[src/rtl/knn_topk_vote.sv]
// k-nearest-neighbour back end: keeps the K smallest (distance, label) pairs of a query in a
// sorted list, then runs a majority vote over the retained labels and reports the winning class.
module knn_topk_vote #(
  parameter int WIDTH   = 4,
  parameter int K       = 3,
  parameter int LABEL_W = 2
) (
  input  logic                   clk_i,
  input  logic                   rst_i,
  input  logic [2*WIDTH-1:0]     dist_i,
  input  logic [LABEL_W-1:0]     label_i,
  input  logic                   last_i,
  input  logic                   valid_i,
  output logic                   yumi_o,
  output logic                   valid_o,
  input  logic                   yumi_i,
  output logic [LABEL_W-1:0]     class_o,
  output logic [2*WIDTH-1:0]     min_dist_o,
  output logic [$clog2(K+1)-1:0] count_o
);

  localparam int DIST_W      = 2 * WIDTH;
  localparam int NUM_CLASSES = 2 ** LABEL_W;
  localparam int CW          = $clog2(K + 1);
  localparam int IW          = (K > 1) ? $clog2(K) : 1;

  typedef enum logic [1:0] {
    S_COLLECT,
    S_VOTE,
    S_PICK,
    S_DONE
  } state_t;

  state_t               r_state;
  state_t               w_state_next;

  logic [DIST_W-1:0]    r_dist  [K];
  logic [LABEL_W-1:0]   r_label [K];
  logic [K-1:0]         r_vld;

  logic [CW-1:0]        r_cnt   [NUM_CLASSES];
  logic [IW-1:0]        r_vidx;

  logic                 r_valid;
  logic [LABEL_W-1:0]   r_class;
  logic [DIST_W-1:0]    r_min;
  logic [CW-1:0]        r_count;

  logic                 w_accept;
  logic                 w_release;
  logic [K-1:0]         w_lt;
  logic [K-1:0]         w_shift;
  logic [DIST_W-1:0]    w_up_dist  [K];
  logic [LABEL_W-1:0]   w_up_label [K];
  logic [K-1:0]         w_up_vld;

  logic [LABEL_W-1:0]   w_best_cls;
  logic [CW-1:0]        w_best_cnt;
  logic [CW-1:0]        w_used;

  assign w_accept  = valid_i && (r_state == S_COLLECT);
  assign w_release = (r_state == S_DONE) && r_valid && yumi_i;
  assign yumi_o    = w_accept;

  assign valid_o    = r_valid;
  assign class_o    = r_class;
  assign min_dist_o = r_min;
  assign count_o    = r_count;

  // Valid slots always form a sorted prefix, so w_lt is a thermometer code: its first set bit is
  // the insertion point and every later set bit takes its upper neighbour.
  genvar gi;
  generate
    for (gi = 0; gi < K; gi++) begin : g_slot
      assign w_lt[gi] = !r_vld[gi] || (dist_i < r_dist[gi]);

      if (gi == 0) begin : g_head
        assign w_shift[gi]    = 1'b0;
        assign w_up_dist[gi]  = '0;
        assign w_up_label[gi] = '0;
        assign w_up_vld[gi]   = 1'b0;
      end else begin : g_tail
        assign w_shift[gi]    = w_lt[gi-1];
        assign w_up_dist[gi]  = r_dist[gi-1];
        assign w_up_label[gi] = r_label[gi-1];
        assign w_up_vld[gi]   = r_vld[gi-1];
      end

      always_ff @(posedge clk_i or posedge rst_i) begin
        if (rst_i) begin
          r_vld[gi]   <= 1'b0;
          r_dist[gi]  <= '0;
          r_label[gi] <= '0;
        end else if (w_release) begin
          r_vld[gi] <= 1'b0;
        end else if (w_accept && w_lt[gi]) begin
          if (w_shift[gi]) begin
            r_vld[gi]   <= w_up_vld[gi];
            r_dist[gi]  <= w_up_dist[gi];
            r_label[gi] <= w_up_label[gi];
          end else begin
            r_vld[gi]   <= 1'b1;
            r_dist[gi]  <= dist_i;
            r_label[gi] <= label_i;
          end
        end
      end
    end
  endgenerate

  always_ff @(posedge clk_i or posedge rst_i) begin
    if (rst_i) begin
      r_state <= S_COLLECT;
    end else begin
      r_state <= w_state_next;
    end
  end

  always_comb begin
    w_state_next = r_state;
    case (r_state)
      S_COLLECT: if (w_accept && last_i) w_state_next = S_VOTE;
      S_VOTE:    if (r_vidx == IW'(K - 1)) w_state_next = S_PICK;
      S_PICK:    w_state_next = S_DONE;
      S_DONE:    if (w_release) w_state_next = S_COLLECT;
      default:   w_state_next = S_COLLECT;
    endcase
  end

  // One slot is tallied per cycle so only a single counter increment exists in hardware.
  always_ff @(posedge clk_i or posedge rst_i) begin
    if (rst_i) begin
      r_vidx <= '0;
      for (int c = 0; c < NUM_CLASSES; c++) r_cnt[c] <= '0;
    end else if (w_accept && last_i) begin
      r_vidx <= '0;
      for (int c = 0; c < NUM_CLASSES; c++) r_cnt[c] <= '0;
    end else if (r_state == S_VOTE) begin
      r_vidx <= r_vidx + 1'b1;
      if (r_vld[r_vidx]) r_cnt[r_label[r_vidx]] <= r_cnt[r_label[r_vidx]] + 1'b1;
    end
  end

  // Strict comparison while scanning upward leaves the lowest label on a count tie.
  always_comb begin
    w_best_cls = '0;
    w_best_cnt = '0;
    for (int c = 0; c < NUM_CLASSES; c++) begin
      if (r_cnt[c] > w_best_cnt) begin
        w_best_cnt = r_cnt[c];
        w_best_cls = LABEL_W'(c);
      end
    end
  end

  always_comb begin
    w_used = '0;
    for (int i = 0; i < K; i++) w_used = w_used + CW'(r_vld[i]);
  end

  always_ff @(posedge clk_i or posedge rst_i) begin
    if (rst_i) begin
      r_class <= '0;
      r_min   <= '0;
      r_count <= '0;
    end else if (r_state == S_PICK) begin
      r_class <= w_best_cls;
      r_min   <= r_dist[0];
      r_count <= w_used;
    end
  end

  // Result becomes visible one cycle after entering S_DONE, giving the K+2 cycle latency.
  always_ff @(posedge clk_i or posedge rst_i) begin
    if (rst_i) begin
      r_valid <= 1'b0;
    end else if (r_state == S_DONE) begin
      r_valid <= !w_release;
    end else begin
      r_valid <= 1'b0;
    end
  end

endmodule

[config.mk]
export PLATFORM = sky130hd
export DESIGN_NAME = knn_topk_vote
export DESIGN_NICKNAME = d
export VERILOG_FILES = /design/src/rtl/knn_topk_vote.sv
export SDC_FILE = /design/constraint.sdc
export NUM_CORES = 1
export LEC_CHECK = 0
export CAP_MARGIN = 25
export CORE_UTILIZATION = 40
export DETAILED_ROUTE_END_ITERATION = 8
export PLACE_DENSITY = 0.6
export SLEW_MARGIN = 5
export SYNTH_ARGS = -nofsm -noshare
export SYNTH_HDL_FRONTEND = slang
export SYNTH_SLANG_ARGS = --single-unit
[constraint.sdc]
create_clock -name clk_i -period 3.03 [get_ports clk_i]
set_input_delay 0.909 -clock clk_i [delete_from_list [all_inputs] [get_ports clk_i]]
set_output_delay 0.909 -clock clk_i [all_outputs]
set_load 0.005 [all_outputs]
# == Word level (Yosys, flattened, before mapping) ==
# Index checks and enable logic that the tools add are counted.
# totals
register_bits,58
output_inout_bits,14
elab_cells,109
# op_classes
add_sub_neg,4
magnitude_cmp,11
n_bitwise,3
muxes,39
eq_ne,7
n_reduce_logical,26
# op_table
op,count
two-way mux 8 bit,5
two-way mux 2 bit,17
less-than comparator 8 bit,3
two-way mux 1 bit,11
nonzero test 2 bit,5
binary-select mux 2 bit (select 2 bit),2
bitwise mux 8 bit,1
logical AND 1 bit,8
case mux 2 bit (4 select lines),1
AND reduction 2 bit,4
"equality test 2 bit, second input constant",3
">= comparator 3 bit, second input constant",2
greater-than comparator 2 bit,3
NOT 2 -> 3 bit,2
"adder 2 x 1 -> 2 bit, second input constant",2
demux 2 bit (select 2 bit),1
zero test 1 bit,4
"!= test 2 bit, second input constant",2
logical OR 1 bit,3
"less-than comparator 2 x 3 -> 1 bit, second input constant",1
"less-than comparator 3 x 1 -> 1 bit, second input constant",1
AND reduction 3 bit,1
adder 1 x 1 -> 2 bit,1
adder 2 x 1 -> 2 bit,1
6 further kinds,6

# == Longest topological paths before layout ==
# Gate-level depths: netlist of the first run.
# logic_depth
word_depth,13
ltp_mapped,16

# == Least setup slack after synthesis of the first run ==
# No wires, ideal clock.
# synth_path
path_type,input-to-reg
startpoint,in dist_i[5]
endpoint,reg r_label[1] (netlist bit)
t_required_ns,2.905
path_buffers,2
path_slack_ns,0.207
path_stages,8
setup_ns,0.125
t_arrival_ns,2.698
cell_sequence,ha_1 nand4_2 or2_0 buf_2 or3_4 buf_6 a311o_1 mux2_4
# synth_via
elab_chain_len,4
word_cells_on_any_way,7
# synth_lines
item,line,rtl
from (decl),10,"input logic [2*WIDTH-1:0] dist_i,"
less-than comparator 8 bit,75,assign w_lt[gi] = !r_vld[gi] || (dist_i < r_dist[gi]);
logical OR 1 bit,75,
logical AND 1 bit,96,end else if (w_accept && w_lt[gi]) begin
AND reduction 2 bit (no source line),--,
"to (signal, indexed assignment)",100,r_label[gi] <= w_up_label[gi];
"to (signal, indexed assignment)",104,r_label[gi] <= label_i;
to (decl),38,logic [LABEL_W-1:0] r_label [K];
# Parallel ways exist; a longest one is shown, timed or not.
# A chain may end at the register's enable or synchronous reset.

# == Worst setup path after layout of the first run ==
# layout_path
startpoint,in valid_i
endpoint,out yumi_o
# layout_via
elab_chain_len,1
# layout_lines
item,line,rtl
from (decl),13,"input logic valid_i,"
logical AND 1 bit,61,assign w_accept = valid_i && (r_state == S_COLLECT);
to (decl),14,"output logic yumi_o,"
# No other way between the ends.

==> metrics.cfg, run 1 <==
[synthesis]
synth_nets = 392
synth_edf_count = 0
ys_warn_count = 0
syn_area_per_cell_um2 = 10.61
synth.cell_area_um2 = 3627
netlist_top_cells_area = dfrtp_1 40%, ha_1 12%, mux2i_1 6.6%
synth_top_area_frac = 0.4001
synthCells = 342
synth_top_cell_by_area = dfrtp_1
synth-main-ff-cell = dfrtp_1
synth_cell_type_count = 57
seq_area_frac_synth = 0.4001
postSynthRegisterBits = 58
synthArstFlopShare = 1.000

[clock_tree]
cts_buffers = 9
cts_max_path_buffers = 2
htreeDepth = 3
cts_sinks = 58
cts_tree = yes
clk_pin_slew_ns = 0.07
clockRootBuffer = clkbuf_8
cts_hold_buf = 0
clk_latency_ns = 0.34

[sta]
maxSlewViolCount = 0
worst_slew_pin_slew_ns = 0.6161
skew_ns = 0.009469
fin_crit_ns = 2.976
timing.final.ws_setup_ns = 0.05398
rsz0062_at_grt = false
hold_violations = 0
layout_worst_path_cycle_share = 0.9822
clock.fmax_mhz = 336.0
relSlewSlack = 0.5893
setup_viol = 0

[setup_path]
worstPathRequired_ns = 2.12
endpoint_kind = output port
crit_path_start_kind = primary input
path_max_fanout = 2
arrival_ns = 2.07
path_class = primary input to output port

[global_route]
grt_start_max_net_pins = 36
grt_pass1_vias = 2812
grt_pass1_wl_um = 14250
grt.overflow.total = 0
grt_use_total = 0.1904
antenna_found_initial = 0

[place]
hpwl_um = 6303
place.gp.congestion = 0.8713
numPortBuffers = 28
pre_cts_slack_ns = -0.3531

[flow_run]
cap_violations = 0

[finish]
final_cell_mix = 58 x dfrtp_1, 34 x inv_1, 33 x ha_1, 31 x buf_4, 27 x clkdlybuf4s50_1
nNetsFinal = 447
drive_gt1_frac = 0.2020
diodes = 0
final_util = 0.5056
layout_commonest_cell = dfrtp_1
area_growth_syn_to_layout_pct = 22.15

[detailed_routing]
wl_per_cell_um = 16.30
first_iter_violations = 171
vias = 2711
routed_wl_um = 8295
drt_first_pass_iters = 5
drcViolationCount = 0
vias_per_cell = 5.326
ant_nets = 0

[floorplan]
rows = 34
die_area_um2 = 9453
die_y_um = 97.23
die_w_um = 97.23
num_io_pins = 29
initial_core_util = 0.4139
core_um2 = 8763

[power_and_ir_drop]
peakVddDrop_v = 0.0005603
powerDensity_nw_per_um2 = 1089
p_leak_nw = 2.005

[status]
status = complete, no violations

[min_path]
min_path_type = register to register

## sequential cells by signal, indices dropped and copies added, names as in the netlist
register / flops
r_vld: 3
r_cnt: 8
r_label: 6
r_vidx: 2
r_state: 2
r_dist: 24
count_o: 2
valid_o: 1
min_dist_o: 8
class_o: 2
## cell type report
| class | count | area (um2) |
|---|---|---|
| fillers | 831 | 4333 |
| multi-input cells | 231 | 1983 |
| flip-flops and latches | 58 | 1451 |
| repair buffers | 61 | 555.5 |
| clock buffers | 12 | 155.1 |
| inverters | 36 | 135.1 |
| well taps | 108 | 135.1 |
| clock inverters | 3 | 15.01 |
## synth_stat cells, types with 3 or more instances
master,instances
o21a_1,6
mux2i_1,24
xnor2_1,4
clkbuf_1,8
o2bb2ai_1,3
a21oi_1,11
ha_1,34
inv_1,35
o21ai_0,9
nand2_1,18
a311oi_1,7
nor4_1,4
nor2_1,22
mux2_1,11
buf_2,5
nand2b_1,4
mux2_4,3
mux2_2,16
nor4b_1,6
buf_6,3
or3_1,5
a311o_1,3
dfrtp_1,58
nand3_1,3
## path summary, 6_finish.rpt
| path | cells after the start | slack, ns | start | to |
|---|---|---|---|---|
| max reg2reg | 13 | 0.24 | r_cnt[5]$_DFFE_PP0P_ | class_o[1]$_DFFE_PP0P_ |
| min reg2reg | 1 | 0.50 | class_o[1]$_DFFE_PP0P_ | class_o[1]$_DFFE_PP0P_ |
| min | 1 | 0.50 | class_o[1]$_DFFE_PP0P_ | class_o[1]$_DFFE_PP0P_ |
| min in group asynchronous | 2 | 0.93 | rst_i | r_cnt[3]$_DFFE_PP0P_ |
| max in group asynchronous | 3 | 1.51 | rst_i | r_dist[20]$_DFFE_PP0P_ |
| max | 3 | 0.05 | valid_i | yumi_o |
## power by group
part	internal (mW)	switching, mW	leakage [nW]
clock network	0.333	0.308	0.0920
registers	1.16	0.323	0.700
logic	1.43	1.27	1.21
total	2.93	1.90	2.00
## through the flow
step           hold slack, ns  power, mW  area [um2]  setup TNS [ns]  cells
2_1_floorplan          0.4811      3.243        3627               0    342
3_3_place_gp           0.4854      3.977        4207          -7.539    492
3_5_place_dp           0.4883      4.055        4207          -7.745    492
4_1_cts                0.5050      4.738        4382               0    507
5_1_grt                0.5143      5.280        4431               0    509
6_report               0.4993      4.825        4431               0    509
## routing by layer
metal | vias up | GRT usage | share of wire
li1 | 1338 | - | -
met1 | 1310 | 0.2797 | 0.53
met2 | 52 | 0.2784 | 0.42
met3 | 11 | 0.03022 | 0.027
met4 | 0 | 0.07919 | 0.016
met5 | - | 0 | 0
## cell families (layout without fill, tap and decap cells)
family,after synthesis,after routing,share of synthesized area
AND/OR/NAND/NOR,80,80,0.1193
AO/OA/AOI/OAI,58,58,0.1204
flip-flops,58,58,0.4001
multiplexers,54,54,0.1625
buffers and inverters,53,112,0.06519
adder cells (fa/ha/maj),35,35,0.1228
XOR/XNOR,4,4,0.009658
## timing repair
action                                  in CTS  in global routing
setup buffers                                0                  2
endpoints found under the setup margin       2                  8
pin swaps                                    0                  1
gates resized for setup                      2                  7
## worst max-delay path, cell delays in order
cell and delay, ns:
clkdlybuf4s50_1 0.49, and2_4 0.16, clkdlybuf4s50_1 0.50
Note: power is estimated with default switching activity, not from simulation.
==> run 2, diff against run 1 <==
--- a/config.mk
+++ b/config.mk
@@ -8,6 +8,7 @@
 export CAP_MARGIN = 25
 export CORE_UTILIZATION = 40
 export DETAILED_ROUTE_END_ITERATION = 8
+export GPL_TIMING_DRIVEN = 0
 export PLACE_DENSITY = 0.6
 export SLEW_MARGIN = 5
 export SYNTH_ARGS = -nofsm -noshare
==> metrics.cfg, run 2 (synthesis results as in run 1) <==
[global_route]
grt_pass1_vias = 2727  ; -3.0%
grt_use_total = 0.1816  ; -0.008760
grt_pass1_wl_um = 13570  ; -4.7%
antenna_found_initial = 0  ; unchanged
grt.overflow.total = 0  ; unchanged
grt_start_max_net_pins = 31  ; -14%

[setup_path]
path_class = primary input to output port
path_max_fanout = 8  ; +6
endpoint_kind = output port
crit_path_start_kind = primary input
arrival_ns = 2.11  ; +0.04 ns
cp_slowest_cell = clkdlybuf4s50_1
max_stage_delay_ns = 0.51  ; about the same
ff2ff_setup_slack_ns = 0.23  ; about the same
crit_buf_inv = 2  ; unchanged
path_cells = clkdlybuf4s50_1 -> and2_4 -> clkdlybuf4s50_1
worstPathRequired_ns = 2.12  ; about the same
r2r-start = r_cnt[5]$_DFFE_PP0P_
ff2ff_path_depth = 13  ; unchanged
critPathTopFamily = buffers and inverters
r2r_end = class_o[0]$_DFFE_PP0P_
cp_common_cell = clkdlybuf4s50_1

[finish]
drive_gt1_frac = 0.1572  ; -0.04478
final_cell_mix = 58 x dfrtp_1, 34 x inv_1, 30 x ha_1, 24 x mux2i_1
layout_commonest_cell = dfrtp_1
diodes = 0  ; unchanged
final_util = 0.5016  ; -0.003997
largest_reg_flops = 24  ; unchanged
stdcell_area_um2 = 4395  ; -0.79%
regMostFlops = r_dist
area_growth_syn_to_layout_pct = 21.18
nNetsFinal = 433  ; -3.1%
fill_cells = 804  ; -3.2%

[place]
post_dp_cell_area_um2 = 4063  ; -3.4%
hpwl_um = 5929  ; -5.9%
numPortBuffers = 28  ; unchanged
place.gp.congestion = 0.8739  ; +0.30%

[sta]
hold_violations = 0  ; unchanged
skew_ns = 0.01088  ; +0.001412 ns
layout_worst_path_cycle_share = 0.9961  ; +0.01396
fin_crit_ns = 3.018  ; +0.04231 ns
hold_ws_ns = 0.5017  ; +0.002418 ns
worst_slew_pin_slew_ns = 0.6416  ; +0.02548 ns
relSlewSlack = 0.5717  ; -0.01761
clock.fmax_mhz = 331.3  ; -1.4%
maxSlewViolCount = 0  ; unchanged
setup_viol = 0  ; unchanged

[detailed_routing]
drcViolationCount = 0  ; unchanged
wl_per_cell_um = 15.96  ; -2.0%
first_iter_violations = 73  ; -57%
routed_wl_um = 7918  ; -4.5%
vias = 2677  ; -1.3%
vias_per_cell = 5.397  ; +1.3%
ant_nets = 0  ; unchanged
drt_first_pass_iters = 4  ; -1

[clock_tree]
clk_pin_slew_ns = 0.06  ; about the same
htreeDepth = 3  ; unchanged
clk_latency_ns = 0.35  ; about the same
clockRootBuffer = clkbuf_8
cts_buffers = 9  ; unchanged
cts_tree = yes
cts_max_path_buffers = 2  ; unchanged
cts_sinks = 58  ; unchanged

[floorplan]
initial_core_util = 0.4139  ; unchanged
die_area_um2 = 9453  ; unchanged
core_um2 = 8763  ; unchanged
die_y_um = 97.23  ; unchanged
num_io_pins = 29  ; unchanged
die_w_um = 97.23  ; unchanged
rows = 34  ; unchanged

[flow_run]
cap_violations = 0  ; unchanged

[power_and_ir_drop]
p_leak_nw = 1.956  ; -2.5%
peakVddDrop_v = 0.0004536  ; -19%
powerDensity_nw_per_um2 = 1137  ; +4.4%
total_power_mw = 4.998  ; +3.6%

[min_path]
holdPathEnd = class_o[0]$_DFFE_PP0P_
min_path_type = register to register
hold_path_depth = 1  ; unchanged
worst_hold_startpoint = class_o[0]$_DFFE_PP0P_

[status]
status = complete, no violations

run 2: cell count changes in the layout (fill, tap and decap cells not counted), moves of 3 or more:
cell	before	now
buf_6	0	3
ha_1	33	30
clkdlybuf4s50_1	27	22
ha_4	1	4
buf_2	0	4
buf_4	31	3
dlygate4sd2_1	0	4
clkbuf_1	1	6
run 2: layout make-up:
class,instances,area [um2],share of cell area
buffer,16,101.3,0.02306
timing repair buffer,31,315.3,0.07173
sequential,58,1451,0.3302
clock buffer,12,165.2,0.03757
multi-input combinational,231,2019,0.4594
clock inverter,4,72.57,0.01651
tap,108,135.1,0.03074
inverter,36,135.1,0.03074
run 2: metal layers:
metal,up-vias,wire length [um],track usage
li1,1310,-,-
met5,-,0,0
met4,0,228,0.08710
met3,18,318,0.03957
met1,1288,3950,0.2532
met2,61,3422,0.2676
run 2: how the worst max path moves through the flow:
stage / start / to / cells past startpoint
floorplan: dist_i[5] / r_label[1]$_DFFE_PP0P_ / 8
global placement: dist_i[7] / r_label[0]$_DFFE_PP0P_ / 9
detailed placement: dist_i[6] / r_dist[0]$_DFFE_PP0P_ / 9
CTS: valid_i / yumi_o / 3
global route: dist_i[3] / r_label[1]$_DFFE_PP0P_ / 8
finish: valid_i / yumi_o / 3
run 2: per-stage QoR:
stage                     setup TNS [ns]  std cells  setup slack [ns]
after floorplan                        0        342            0.2066
after global placement            -37.14        478           -0.6164
after detailed placement          -12.88        479           -0.6376
after CTS                              0        494          0.009725
after global routing           -0.003426        496         -0.003426
final                                  0        496           0.01167
run 2: power by group:
part	internal, mW	leakage (nW)	switching [mW]
registers	1.17	0.700	0.273
logic	1.36	1.14	1.36
clock network	0.529	0.119	0.321
run 2: repair_timing:
action / 4_1_cts / 5_1_grt
setup buffers: 0 / 2
setup endpoints to repair: 18 / 18
pin swaps: 0 / 1
hold buffers: 0 / 0
gates resized for setup: 9 / 10
